**src/rtl/mem_burst_ctrl.sv**
```systemverilog
// Burst engine for a single-port synchronous memory: streams write data in
// with zero latency and streams read data out through a 2-entry skid FIFO.
module mem_burst_ctrl #(
   parameter int AW = 4,
   parameter int DW = 8
) (
   input  logic          clk,
   input  logic          rst,
   input  logic          cmd_valid,
   output logic          cmd_ready,
   input  logic          cmd_write,
   input  logic [AW-1:0] cmd_base,
   input  logic [AW-1:0] cmd_len,
   input  logic          in_valid,
   output logic          in_ready,
   input  logic [DW-1:0] in_data,
   output logic          out_valid,
   input  logic          out_ready,
   output logic [DW-1:0] out_data,
   output logic          out_last,
   output logic          busy,
   output logic          done,
   output logic [AW-1:0] mem_adr,
   output logic          mem_we,
   output logic [DW-1:0] mem_dat_w,
   input  logic [DW-1:0] mem_dat_r
);

   typedef enum logic [1:0] {
      ST_IDLE = 2'd0,
      ST_WR   = 2'd1,
      ST_RD   = 2'd2
   } state_t;

   localparam logic [AW-1:0] ADR_ZERO = {AW{1'b0}};
   localparam logic [AW-1:0] ADR_ONE  = {{(AW-1){1'b0}}, 1'b1};

   state_t        state_r;
   state_t        state_s;
   logic [AW-1:0] cur_adr_r;
   logic [AW-1:0] rem_r;
   logic          rd_more_r;
   logic          inflight_r;
   logic          inflight_last_r;
   logic [1:0]    fifo_cnt_r;
   logic [DW-1:0] head_data_r;
   logic          head_last_r;
   logic [DW-1:0] tail_data_r;
   logic          tail_last_r;
   logic          done_r;

   logic          cmd_acc_s;
   logic          wr_hs_s;
   logic          wr_end_s;
   logic          issue_s;
   logic          pop_s;
   logic          last_pop_s;
   logic [2:0]    occ_s;
   logic [2:0]    lim_s;

   // Handshake and read-issue qualification
   always_comb begin
      cmd_acc_s  = 1'b0;
      wr_hs_s    = 1'b0;
      wr_end_s   = 1'b0;
      issue_s    = 1'b0;
      last_pop_s = 1'b0;
      pop_s      = (fifo_cnt_r != 2'd0) & out_ready;
      // A read may only issue if its data is guaranteed a FIFO slot on arrival
      occ_s      = {1'b0, fifo_cnt_r} + {2'b00, inflight_r};
      lim_s      = 3'd2 + {2'b00, pop_s};
      case (state_r)
         ST_IDLE: cmd_acc_s = cmd_valid;
         ST_WR: begin
            wr_hs_s  = in_valid;
            wr_end_s = in_valid & (rem_r == ADR_ZERO);
         end
         ST_RD: begin
            issue_s    = rd_more_r & (occ_s < lim_s);
            last_pop_s = pop_s & head_last_r;
         end
         default: cmd_acc_s = 1'b0;
      endcase
   end

   // State register
   always_ff @(posedge clk or negedge rst) begin
      if (!rst) begin
         state_r <= ST_IDLE;
      end else begin
         state_r <= state_s;
      end
   end

   // Next-state logic
   always_comb begin
      state_s = state_r;
      case (state_r)
         ST_IDLE: begin
            if (cmd_acc_s) begin
               state_s = cmd_write ? ST_WR : ST_RD;
            end else begin
               state_s = ST_IDLE;
            end
         end
         ST_WR: begin
            if (wr_end_s) begin
               state_s = ST_IDLE;
            end else begin
               state_s = ST_WR;
            end
         end
         ST_RD: begin
            if (last_pop_s) begin
               state_s = ST_IDLE;
            end else begin
               state_s = ST_RD;
            end
         end
         default: state_s = ST_IDLE;
      endcase
   end

   // Address, remaining-count, in-flight tracking and done pulse
   always_ff @(posedge clk or negedge rst) begin
      if (!rst) begin
         cur_adr_r       <= ADR_ZERO;
         rem_r           <= ADR_ZERO;
         rd_more_r       <= 1'b0;
         inflight_r      <= 1'b0;
         inflight_last_r <= 1'b0;
         done_r          <= 1'b0;
      end else begin
         inflight_r      <= issue_s;
         inflight_last_r <= issue_s & (rem_r == ADR_ZERO);
         done_r          <= wr_end_s | last_pop_s;
         if (cmd_acc_s) begin
            cur_adr_r <= cmd_base;
            rem_r     <= cmd_len;
            rd_more_r <= ~cmd_write;
         end else if (wr_hs_s || issue_s) begin
            cur_adr_r <= cur_adr_r + ADR_ONE;
            if (rem_r == ADR_ZERO) begin
               rd_more_r <= 1'b0;
            end else begin
               rem_r <= rem_r - ADR_ONE;
            end
         end
      end
   end

   // Two-entry read FIFO; head is presented directly on out_data/out_last
   always_ff @(posedge clk or negedge rst) begin
      if (!rst) begin
         fifo_cnt_r  <= 2'd0;
         head_data_r <= {DW{1'b0}};
         head_last_r <= 1'b0;
         tail_data_r <= {DW{1'b0}};
         tail_last_r <= 1'b0;
      end else begin
         case ({inflight_r, pop_s})
            2'b10: begin
               fifo_cnt_r <= fifo_cnt_r + 2'd1;
               if (fifo_cnt_r == 2'd0) begin
                  head_data_r <= mem_dat_r;
                  head_last_r <= inflight_last_r;
               end else begin
                  tail_data_r <= mem_dat_r;
                  tail_last_r <= inflight_last_r;
               end
            end
            2'b01: begin
               fifo_cnt_r  <= fifo_cnt_r - 2'd1;
               head_data_r <= tail_data_r;
               head_last_r <= tail_last_r;
            end
            2'b11: begin
               if (fifo_cnt_r == 2'd1) begin
                  head_data_r <= mem_dat_r;
                  head_last_r <= inflight_last_r;
               end else begin
                  head_data_r <= tail_data_r;
                  head_last_r <= tail_last_r;
                  tail_data_r <= mem_dat_r;
                  tail_last_r <= inflight_last_r;
               end
            end
            default: fifo_cnt_r <= fifo_cnt_r;
         endcase
      end
   end

   // Output decode from state and registered FIFO head
   always_comb begin
      cmd_ready = 1'b0;
      in_ready  = 1'b0;
      busy      = 1'b0;
      mem_we    = 1'b0;
      mem_adr   = ADR_ZERO;
      mem_dat_w = {DW{1'b0}};
      case (state_r)
         ST_IDLE: cmd_ready = 1'b1;
         ST_WR: begin
            in_ready  = 1'b1;
            busy      = 1'b1;
            mem_we    = wr_hs_s;
            mem_adr   = cur_adr_r;
            mem_dat_w = in_data;
         end
         ST_RD: begin
            busy    = 1'b1;
            mem_adr = cur_adr_r;
         end
         default: cmd_ready = 1'b0;
      endcase
      out_valid = (fifo_cnt_r != 2'd0);
      out_data  = head_data_r;
      out_last  = head_last_r;
      done      = done_r;
   end

endmodule

```
**config.mk**
```make
export PLATFORM = sky130hd
export DESIGN_NAME = mem_burst_ctrl
export DESIGN_NICKNAME = d
export VERILOG_FILES = /design/src/rtl/mem_burst_ctrl.sv
export SDC_FILE = /design/constraint.sdc
export NUM_CORES = 1
export LEC_CHECK = 0
export BUFFER_PORTS_ARGS = -buffer_cell sky130_fd_sc_hd__buf_2
export CAP_MARGIN = 10
export CORE_ASPECT_RATIO = 1.75
export CORE_UTILIZATION = 30
export CTS_CLUSTER_SIZE = 25
export DETAILED_ROUTE_END_ITERATION = 6
export GPL_TIMING_DRIVEN = 0
export PLACE_DENSITY_LB_ADDON = 0.15
export SYNTH_ARGS = -nofsm -noshare
export SYNTH_HDL_FRONTEND = slang
export SYNTH_SLANG_ARGS = --single-unit
```
**constraint.sdc**
```tcl
create_clock -name clk -period 4.2 [get_ports clk]
set_input_delay 0.84 -clock clk [delete_from_list [all_inputs] [get_ports clk]]
set_output_delay 0.84 -clock clk [all_outputs]
set_load 0.01 [all_outputs]
```
Word-level counts from Yosys, hierarchy flattened
Cells that the tools add are included.
{"block": "word_totals", "inputBits": 30, "reg_bits": 34, "wordCells": 88, "output_inout_bits": 27}
{"block": "classes", "addsub": 6, "eq_ne": 10, "n_bitwise": 7, "order_cmp": 1, "reduce_logical": 15, "mux": 37}
{"op": "2-to-1 mux 8 bit", "count": 5}
{"op": "2-to-1 mux 4 bit", "count": 6}
{"op": "one-hot mux 8 bit (3 select lines)", "count": 1}
{"op": "2-to-1 mux 1 bit", "count": 17}
{"op": "one-hot mux 8 bit (2 select lines)", "count": 1}
{"op": "nonzero test 2 bit", "count": 5}
{"op": "!= test 2 bit (second input constant)", "count": 4}
{"op": "== test 2 x 1 -> 1 bit (second input constant)", "count": 3}
{"op": "== test 2 bit (second input constant)", "count": 3}
{"op": "2-to-1 mux 2 bit", "count": 3}
{"op": "one-hot mux 2 bit (3 select lines)", "count": 1}
{"op": "AND reduction 2 bit", "count": 3}
{"op": "AND 1 bit", "count": 5}
{"op": "adder 4 x 1 -> 4 bit (second input constant)", "count": 1}
{"op": "zero test 2 bit", "count": 2}
{"op": "zero test 4 bit", "count": 1}
{"op": "one-hot mux 2 bit (2 select lines)", "count": 1}
{"op": "subtractor 4 x 1 -> 4 bit (second input constant)", "count": 1}
{"op": "adder 2 x 1 -> 3 bit", "count": 1}
{"op": "adder 2 x 1 -> 3 bit (first input constant)", "count": 1}
{"op": "< comparator 3 bit", "count": 1}
{"op": "one-hot mux 1 bit (3 select lines)", "count": 1}
{"op": "AND reduction 3 bit", "count": 1}
{"op": "nonzero test 3 bit", "count": 1}
{"op": "7 further kinds", "count": 7}

Depth between registers and ports, before layout
Gate-level depths: netlist of run 1.
{"block": "logic_depth", "depth_word": 9, "mapped_depth": 8}

Worst setup path before layout of run 1
No wires, ideal clock.
{"block": "synth_timing", "path_kind": "input -> register", "from": "input port out_ready", "to": "register tail_data_r[0]", "path_slack_ns": 1.977, "path_stages": 5, "required_ns": 4.075, "t_arrival_ns": 2.098, "cell_sequence": "nor2b_1 > inv_1 > ha_1 > o211ai_2 > mux2_2"}
{"block": "synth_via", "elab_chain_len": 4}
{"element": "from (decl)", "line_no": "18", "text": "input logic out_ready,"}
{"element": "AND 1 bit *", "line_no": "68", "text": "pop_s = (fifo_cnt_r != 2'd0) & out_ready;"}
{"element": "== test 2 bit", "line_no": "161", "text": "case ({inflight_r, pop_s})"}
{"element": "!= test 2 bit (no source line) or nonzero test 2 bit (tied branches)"}
{"element": "AND reduction 3 bit (no source line)"}
{"element": "to (signal assigned)", "line_no": "158", "text": "tail_data_r <= {DW{1'b0}};"}
{"element": "to (signal assigned)", "line_no": "168", "text": "tail_data_r <= mem_dat_r;"}
{"element": "to (signal assigned)", "line_no": "184", "text": "tail_data_r <= mem_dat_r;"}
{"element": "to (decl)", "line_no": "48", "text": "logic [DW-1:0] tail_data_r;"}
Mark *: on every way between the ends. The rest lies on a longest branch, timed or not.
A chain may end at the register's enable or synchronous reset.

Final worst setup path of run 1
{"block": "layout_timing", "from": "register state_r[1]", "to": "output port mem_we"}
{"block": "layout_via", "elab_chain_len": 3}
{"element": "from (decl)", "line_no": "38", "text": "state_t state_r;"}
{"element": "from (signal assigned)", "line_no": "91", "text": "state_r <= state_s;"}
{"element": "== test 2 x 1 -> 1 bit *", "line_no": "72, 201"}
{"element": "2-to-1 mux 1 bit", "line_no": "72", "text": "case (state_r)"}
{"element": "2-to-1 mux 1 bit *", "line_no": "201", "text": "case (state_r)"}
{"element": "to (decl)", "line_no": "24", "text": "output logic mem_we,"}
Marked as above.

==> impl_metrics.json, run 1 <==
{
  "rr_endpoint": "out_data[5]",
  "synth_top_cell_by_area": "dfrtp_1",
  "num_antenna_cells": 0,
  "period_needed_ns": 2.67,
  "hold_violations": 0,
  "fin_cells": 318,
  "status": "finished clean",
  "gp_congestion": 0.749,
  "hp-class": "reg -> reg",
  "rows": 37,
  "grt_max_degree": 35,
  "synth.top_cell.area_share_pct": 46.0,
  "ys_warn_count": 0,
  "fin_util_pct": 39.1,
  "final_common_cell": "buf_2",
  "hpwlAfterDp_mm": 3.15,
  "wirelength_mm": 4.07,
  "r2r-start": "fifo_cnt_r[0]",
  "drc": 0,
  "post-cts-setup-buffers": 0,
  "htree_levels": 2,
  "most-common-layout-cells": "56 x buf_2, 34 x dfrtp_1, 19 x nand2_1",
  "path_cells": "inv_1 > ha_1 > clkbuf_1 > nand2_1 > inv_1 > buf_2",
  "crit_type": "reg -> out",
  "fillers": 640,
  "synth-seq-area-share_pct": 46.0,
  "p_leak_nw": 1.17,
  "cts_tree": "yes",
  "p_switching_mw": 0.623,
  "max_stage_delay_ns": 0.41,
  "rsz0062_at_grt": "false",
  "cp.required_ns": 3.36,
  "regArea_um2": 851,
  "antenna_found_initial": 0,
  "area_growth_pct": 25.4,
  "critPathSlowestCell": "dfrtp_1",
  "grt_use_met1_pct": 15.9,
  "die_area_um2": 6490,
  "wl_per_cell_um": 12.8,
  "synth.area.top_cells": "dfrtp_1 46%, ha_1 9.5%, mux2_2 5.5%, and2_1 4.7%, a22oi_1 4.1%",
  "crit_top_cell": "inv_1",
  "finalSetupTns_ns": 0,
  "setup_viol": 0,
  "io_buffers": 56,
  "rrSetupSlack_ns": 1.85,
  "syn-cell-area_um2": 1850,
  "cts.sinks": 34,
  "viasPerCell": 4.57,
  "place_inst": 310,
  "antenna_left": 0,
  "synth_cells": 176,
  "cts.clk_slew.worst_paths_ns": 0.07,
  "drive_above_1_share_pct": 32.5,
  "seqPwrFrac_pct": 35.5,
  "hold_depth": 2,
  "pwr-share-clk_pct": 15.9,
  "hold_buffers": 0,
  "p_total_mw": 1.58,
  "nets": 283,
  "grt.busiest_layer": "met2",
  "fin_skew_ns": 0.00599,
  "cts_buffers": 5,
  "grt_remaining_overflow": 0,
  "reg2regPathDepth": 8,
  "start_kind": "flip-flop",
  "grt_pass1_vias": 1467,
  "min_to": "out_data[4]",
  "clock_path_buffers": 2,
  "initial_utilization_pct": 31.2,
  "grtUsageTotal_pct": 13.8,
  "cts_resized": 0,
  "grt_pass1_wl_mm": 6.73,
  "core_region_area_um2": 5930,
  "tightest_slew_ns": 0.768,
  "syn-mean-instance-area_um2": 10.5,
  "cap_violations": 0,
  "io_pins": 57,
  "worstPathMaxFanout": 10,
  "vias": 1453,
  "drt-initial-drc-count": 60,
  "p_per_area_nw_per_um2": 680,
  "fin_crit_sh_pct": 63.6,
  "cp.arrival_ns": 1.83,
  "hold_slack_ns": 0.476,
  "fmax_ghz": 0.375,
  "ys_ff_latch": 34,
  "min_from": "out_data[4]",
  "clockRootBuffer": "clkbuf_8",
  "synth_cell_types": 32,
  "multi_input_area_um2": 937,
  "p_int_mw": 0.953,
  "combinationalPowerShare_pct": 48.6,
  "dieWidth_um": 61.3,
  "drv_slew": 0,
  "grt_util_met3_pct": 3.07,
  "syn_nets": 220,
  "drtPass1Iterations": 4,
  "crit_path_end_kind": "primary output",
  "relSlewSlack_pct": 48.8,
  "swShare_pct": 39.5,
  "gr-usage-met2_pct": 24.0,
  "fp.dieH_um": 106,
  "clk_latency_ns": 0.28,
  "peakVddDrop_mv": 0.345
}
[how the worst max path moves through the flow]
| stage | from | end | slack (ns) |
|---|---|---|---|
| 2_1_floorplan | out_ready | tail_data_r[0] | 1.98 |
| 3_3_place_gp | out_ready | tail_data_r[3] | 1.62 |
| 3_5_place_dp | out_ready | out_data[3] | 1.60 |
| 4_1_cts | state_r[1] | mem_we | 1.49 |
| 5_1_grt | state_r[1] | mem_we | 1.32 |
| 6_report | state_r[1] | mem_we | 1.53 |
[sequential cells by signal, indices dropped and copies added (netlist names), 2 cells and up]
signal and count:
cur_adr_r 4, state_r 2, out_data 8, tail_data_r 8, rem_r 4, fifo_cnt_r 2
[synth_stat cells (all sizes together)]
cell / n
and2: 14
nor2b: 1
clkbuf: 4
nor3b: 1
a32o: 1
o211ai: 1
o21ai: 13
a221oi: 2
mux2: 9
or3b: 1
nand4bb: 1
dfrtp: 34
nor2: 11
nor3: 1
nand3b: 2
a22oi: 11
a31o: 1
buf: 1
ha: 14
mux2i: 1
nand3: 1
a21boi: 1
nand2: 19
a21oi: 7
a21o: 2
inv: 11
a31oi: 3
a21bo: 3
xnor2: 5
[area by class of cell]
type	instances	share of cell area [%]
flip-flops and latches	34	36.7
well taps	78	4.21
inverters	11	1.78
multi-input cells	126	40.4
clock inverters	1	0.216
repair buffers	56	12.1
clock buffers	7	3.73
plain buffers	5	0.810
[critical path, delay by kind of cell (launching register included)]
| kind | cells | cell delay [ns] |
|---|---|---|
| buffers and inverters | 4 | 0.68 |
| DFF | 1 | 0.41 |
| adders and majority gates | 1 | 0.21 |
| and+or+nand+nor | 1 | 0.26 |
[cell families (layout without fill, tap and decap cells)]
family	after synthesis	count (layout)	share of synthesized area, %
muxes	10	10	6.03
adders and majority gates	14	14	9.48
and+or+nand+nor	52	52	14.4
AOI/OAI and AO/OA	45	45	18.4
DFF	34	34	46.0
xor gates and xnor gates	5	5	2.37
buffers and inverters	16	80	3.25
[power groups by stage]
stage	logic [mW]	registers (mW)	clock network (mW)
2_1_floorplan	0.538	0.564	0
3_3_place_gp	0.771	0.566	0
3_5_place_dp	0.777	0.567	0
4_1_cts	0.783	0.562	0.259
5_1_grt	0.860	0.582	0.277
6_report	0.766	0.560	0.250
[routing by layer]
| metal | share of wire, % | routed length, µm |
|---|---|---|
| met5 | 0 | 0 |
| met4 | 1.1 | 45 |
| met1 | 41 | 1660 |
| met2 | 54 | 2200 |
| met3 | 4.2 | 169 |
[metrics by stage]
stage,area [µm²],setup WS (ns)
2_1_floorplan,1850,1.98
3_3_place_gp,2230,1.62
3_5_place_dp,2230,1.60
4_1_cts,2320,1.49
5_1_grt,2320,1.32
6_report,2320,1.53
(Power assumes the default switching activity.)
==> run 2, diff against run 1 <==
--- a/config.mk
+++ b/config.mk
@@ -5,6 +5,7 @@
 export SDC_FILE = /design/constraint.sdc
 export NUM_CORES = 1
 export LEC_CHECK = 0
+export ABC_AREA = 1
 export BUFFER_PORTS_ARGS = -buffer_cell sky130_fd_sc_hd__buf_2
 export CAP_MARGIN = 10
 export CORE_ASPECT_RATIO = 1.75
==> constraint.sdc (replaced) <==
create_clock -name clk -period 2.5 [get_ports clk]
set_input_delay 0.5 -clock clk [delete_from_list [all_inputs] [get_ports clk]]
set_output_delay 0.5 -clock clk [all_outputs]
set_load 0.01 [all_outputs]
==> run 2 against run 1 <==
Critical path depth up 7. Final area grew 10%. Sequential share of layout area down 3.4 points. Hold slack lost 0.17 ns.
==> impl_metrics.json, run 2 <==
{
  "critical_path_depth": 13,
  "combinationalPowerShare_pct": 47.5,
  "grt_pass1_wl_mm": 7.70,
  "relSlewSlack_pct": 46.8,
  "core_region_area_um2": 6490,
  "r2r-start": "fifo_cnt_r[0]",
  "cts.clk_slew.worst_paths_ns": 0.06,
  "p_switching_mw": 1.28,
  "io_pins": 57,
  "status": "finished clean",
  "drv_slew": 0,
  "peakVddDrop_mv": 0.478,
  "hpwlAfterDp_mm": 3.36,
  "yosys-top-cells-count": "102 x nand2_1, 51 x inv_1, 34 x dfrtp_1",
  "initial_utilization_pct": 30.9,
  "crit_buf_inv": 6,
  "crit_type": "reg -> reg",
  "synth_edf_count": 0,
  "synth_cells": 267,
  "syn_nets": 311,
  "io_buffers": 56,
  "p_per_area_nw_per_um2": 1210,
  "drc": 0,
  "seqPwrFrac_pct": 30.5,
  "synth_most_common_cell": "nand2_1",
  "antenna_left": 0,
  "drt-initial-drc-count": 85,
  "finalSetupTns_ns": 0,
  "crit_path_end": "tail_data_r[7]",
  "synth-seq-area-share_pct": 42.4,
  "dieWidth_um": 63.8,
  "ys_warn_count": 0,
  "nets": 374,
  "grtUsageTotal_pct": 14.2,
  "fin_skew_ns": 0.00429,
  "tightest_slew_ns": 0.798,
  "fp.dieH_um": 110,
  "p_total_mw": 3.10,
  "rows": 39,
  "hp-class": "in -> async",
  "cp.required_ns": 2.67,
  "grt_remaining_overflow": 0,
  "swShare_pct": 41.2,
  "cts_resized": 0,
  "drive_above_1_share_pct": 26.3,
  "clockRootBuffer": "clkbuf_16",
  "die_area_um2": 7030,
  "grt_pass1_vias": 1687,
  "synth.area.top_cells": "dfrtp_1 42%, nand2_1 19%, inv_1 9.5%, ha_1 8.7%, nand3_1 4.0%",
  "setup_viol": 0,
  "hold_buffers": 0,
  "cts.sinks": 34,
  "worstPathMaxFanout": 10,
  "synth_top_cell_by_area": "dfrtp_1",
  "cts_buffers": 5,
  "antenna_found_initial": 0,
  "cap_violations": 0,
  "fmax_ghz": 0.492,
  "hold_violations": 0,
  "regArea_um2": 851,
  "rsz0062_at_grt": "false",
  "most-common-layout-cells": "102 x nand2_1, 57 x buf_2, 51 x inv_1",
  "grt_max_degree": 35,
  "wirelength_mm": 4.47,
  "post-cts-setup-buffers": 0,
  "htree_levels": 2,
  "ys_ff_latch": 34,
  "p_int_mw": 1.82,
  "p_leak_nw": 1.55,
  "fin_crit_sh_pct": 81.3,
  "final_common_cell": "nand2_1",
  "reg2regPathDepth": 13,
  "fillers": 693,
  "fin_util_pct": 39.4,
  "cts_tree": "yes",
  "max_stage_delay_ns": 0.42,
  "critPathSlowestCell": "dfrtp_1",
  "gp_congestion": 0.796,
  "vias": 1776,
  "start_kind": "flip-flop",
  "syn-cell-area_um2": 2010,
  "cp.arrival_ns": 2.20,
  "synth.top_cell.area_share_pct": 42.4,
  "path_cells": "inv_1 > ha_1 > inv_2 > nand2_1 > inv_1 > ha_1 > inv_1 > nand2_1 > a22o_1 > buf_6 > buf_6 > nand2_2 > o21ai_2",
  "crit_path_end_kind": "flip-flop",
  "pwr-share-clk_pct": 22.0,
  "rr_endpoint": "tail_data_r[7]",
  "cp-startpoint": "fifo_cnt_r[0]",
  "num_antenna_cells": 0,
  "drtPass1Iterations": 4,
  "multi_input_area_um2": 918,
  "syn-mean-instance-area_um2": 7.52,
  "cp_top_family": "buffers and inverters",
  "crit_top_cell": "inv_1",
  "period_needed_ns": 2.03,
  "synth-main-ff-cell": "dfrtp_1",
  "viasPerCell": 4.30,
  "async_reset_ff_share_pct": 100,
  "clock_path_buffers": 2,
  "area_growth_pct": 27.4,
  "synth_cell_types": 22,
  "clk_latency_ns": 0.28,
  "rrSetupSlack_ns": 0.47,
  "wl_per_cell_um": 10.8
}
## run 2: cell types whose count changed in the layout (fill, tap and decap cells not counted), moves of 10 or more
| cell | change |
|---|---|
| and2_1 | -14 |
| nand3_1 | +15 |
| inv_1 | +40 |
| a22oi_1 | -10 |
| nand2_1 | +83 |
## run 2: worst min-delay path by stage
stage                     cells past startpoint       endpoint  slack (ns)
after detailed placement                      2    out_data[5]        0.46
after CTS                                     1           done        0.34
after global routing                          1  fifo_cnt_r[1]        0.38
after global placement                        2    out_data[3]        0.46
after floorplan                               0   cur_adr_r[0]        0.20
final                                         1    out_data[1]        0.31
## run 2: logic make-up after synthesis
| logic type | count (synthesis) | share of synthesized area (%) |
|---|---|---|
| AOI/OAI and AO/OA | 29 | 9.85 |
| adders and majority gates | 14 | 8.73 |
| DFF | 34 | 42.4 |
| xor gates and xnor gates | 2 | 0.873 |
| buffers and inverters | 58 | 11.8 |
| and+or+nand+nor | 130 | 26.3 |
## run 2: cell type report
cell class,instances,share of cell area [%]
sequential,34,33.3
multi-input combinational,175,35.9
timing repair buffer,56,11.0
inverter,53,7.78
clock buffer,8,6.51
tap,82,4.01
buffer,5,1.52
## run 2: stage by stage
stage / area (µm²) / worst slack, ns / hold slack, ns / std cells
2_1_floorplan: 2010 / 0.612 / 0.204 / 267
3_3_place_gp: 2390 / 0.442 / 0.457 / 405
3_5_place_dp: 2390 / 0.437 / 0.460 / 405
4_1_cts: 2560 / 0.439 / 0.343 / 413
5_1_grt: 2560 / 0.260 / 0.378 / 413
6_report: 2560 / 0.468 / 0.306 / 413
## run 2: routing by layer
metal / GRT usage, % / up-vias / routed length (µm)
li1: - / 935 / -
met1: 16.5 / 773 / 1930
met2: 24.8 / 60 / 2190
met3: 3.09 / 8 / 250
met4: 6.01 / 0 / 95
met5: 0 / - / 0
## run 2: power by group through the flow
stage | combinational [mW] | sequential, mW | clock (mW)
after global placement | 1.48 | 0.953 | 0
after global routing | 1.73 | 0.985 | 0.720
after detailed placement | 1.49 | 0.957 | 0
final | 1.47 | 0.945 | 0.681
after floorplan | 1.06 | 0.952 | 0
after CTS | 1.50 | 0.949 | 0.696
## run 2: worst register-to-register path: stages (launching register included)
cell and delay (ns):
dfrtp_1 0.42, inv_1 0.08, ha_1 0.21, inv_2 0.06, nand2_1 0.11, inv_1 0.10, ha_1 0.22, inv_1 0.08
nand2_1 0.05, a22o_1 0.20, buf_6 0.14, buf_6 0.15, nand2_2 0.07, o21ai_2 0.05
==> run 3, diff against run 2 <==
==> constraint.sdc (replaced) <==
create_clock -name clk -period 1.9 [get_ports clk]
set_input_delay 0.38 -clock clk [delete_from_list [all_inputs] [get_ports clk]]
set_output_delay 0.38 -clock clk [all_outputs]
set_load 0.01 [all_outputs]
==> run 3 against run 2 <==
Total power increased by 34%. Sequential power grew 31%. Final cell count did not move. Critical path depth decreased by 8. Via count up 0.45%. Hold slack got worse by 0.12 ns. Clock-buffer cell count unchanged. Final area increased by 1.6%. Largest cell class unchanged.
==> impl_metrics.json, run 3 (synthesis gave the netlist of run 2 again) <==
{
  "post_dp_cell_area_um2": 2390,
  "crit_type": "reg -> out",
  "worstPathMaxFanout": 5,
  "wl_per_cell_um": 10.8,
  "gp_congestion": 0.796,
  "cts.clk_slew.worst_paths_ns": 0.05,
  "most-common-layout-cells": "100 x nand2_1, 57 x buf_2, 48 x inv_1",
  "start_kind": "flip-flop",
  "hold_slack_ns": 0.186,
  "reg2regPathDepth": 11,
  "status": "finished clean",
  "rows": 39,
  "timing.final.ws_setup_ns": 0.119,
  "area_growth_pct": 29.4,
  "setup_viol": 0,
  "peakVddDrop_mv": 0.610,
  "place_inst": 405,
  "cts.sinks": 34,
  "fin_util_pct": 40.0,
  "antenna_left": 0,
  "clock_path_buffers": 2,
  "antenna_found_initial": 0,
  "cap_violations": 0,
  "htree_levels": 2,
  "num_antenna_cells": 0,
  "fin_crit_sh_pct": 93.7,
  "cp.required_ns": 1.52,
  "hpwlAfterDp_mm": 3.36,
  "finalSetupTns_ns": 0,
  "fmax_ghz": 0.562,
  "p_per_area_nw_per_um2": 1600,
  "wirelength_mm": 4.47,
  "grt_max_degree": 35,
  "clk_latency_ns": 0.27,
  "drtPass1Iterations": 4,
  "io_buffers": 56,
  "place_ws_ns": -0.163,
  "vias": 1784,
  "fin_area_um2": 2600,
  "fp.dieH_um": 110,
  "cts_tree": "yes",
  "grtUsageTotal_pct": 14.3,
  "rrSetupSlack_ns": 0.15,
  "grt_pass1_vias": 1708,
  "fin_skew_ns": 0.00373,
  "drt-initial-drc-count": 90,
  "period_needed_ns": 1.78,
  "rsz0062_at_grt": "false",
  "relSlewSlack_pct": 46.9,
  "drive_above_1_share_pct": 29.0,
  "clockRootBuffer": "clkbuf_16",
  "final_common_cell": "nand2_1",
  "drc": 0,
  "fin_cells": 413,
  "grt_remaining_overflow": 0,
  "hp-class": "in -> async",
  "nets": 374,
  "initial_utilization_pct": 30.9,
  "grt_pass1_wl_mm": 7.76,
  "p_total_mw": 4.16,
  "r2r-start": "fifo_cnt_r[1]",
  "dieWidth_um": 63.8,
  "cp.arrival_ns": 1.40,
  "viasPerCell": 4.32,
  "io_pins": 57,
  "rr_endpoint": "out_last",
  "core_region_area_um2": 6490,
  "p_leak_nw": 1.55,
  "die_area_um2": 7030,
  "cts_buffers": 5,
  "hold_violations": 0,
  "crit_path_end_kind": "primary output",
  "tightest_slew_ns": 0.796,
  "drv_slew": 0
}
[run 3: per-layer routing]
metal  wire length, µm  GRT usage, %  up-vias
li1                  -             -      936
met1              1930          16.5      781
met2              2200          25.3       60
met3               242          3.09        7
met4                95          6.01        0
met5                 0             0        -
[run 3: cell type report]
type / instances / area, µm²
well taps: 82 / 103
clock buffers: 8 / 166
multi-input cells: 175 / 958
flip-flops and latches: 34 / 851
fillers: 696 / 3890
plain buffers: 3 / 23.8
inverters: 53 / 199
repair buffers: 58 / 295
[run 3: critical path, stage by stage, from the launching register on]
cell and delay, ns:
dfrtp_1 0.38, inv_1 0.07, ha_1 0.42, nand2_1 0.09
inv_1 0.05, buf_2 0.11
[run 3: worst max path at each step]
stage / start / end / slack, ns / cells after the start
after global routing: fifo_cnt_r[1] / out_last / 0.001 / 11
after floorplan: fifo_cnt_r[0] / tail_data_r[7] / 0.01 / 13
after CTS: fifo_cnt_r[0] / out_last / 0.004 / 10
after detailed placement: fifo_cnt_r[0] / tail_data_r[7] / -0.16 / 13
after global placement: fifo_cnt_r[0] / out_data[2] / -0.16 / 12
final: state_r[0] / mem_adr[2] / 0.12 / 5
[run 3: timing repair]
| item | in CTS | in global routing |
|---|---|---|
| hold endpoints to repair | 0 | 0 |
| pin swaps | 0 | 0 |
| gates resized for setup | 4 | 7 |
| setup endpoints to repair | 26 | 31 |
| buffers inserted | 2 | 0 |
| hold buffers | 0 | 0 |
[run 3: power by group]
part / leakage (nW) / switching, mW / internal [mW] / total [mW]
logic: 1.04 / 1.21 / 0.824 / 2.03
clock network: 0.0832 / 0.300 / 0.593 / 0.894
registers: 0.433 / 0.205 / 1.03 / 1.24
total: 1.55 / 1.72 / 2.45 / 4.16
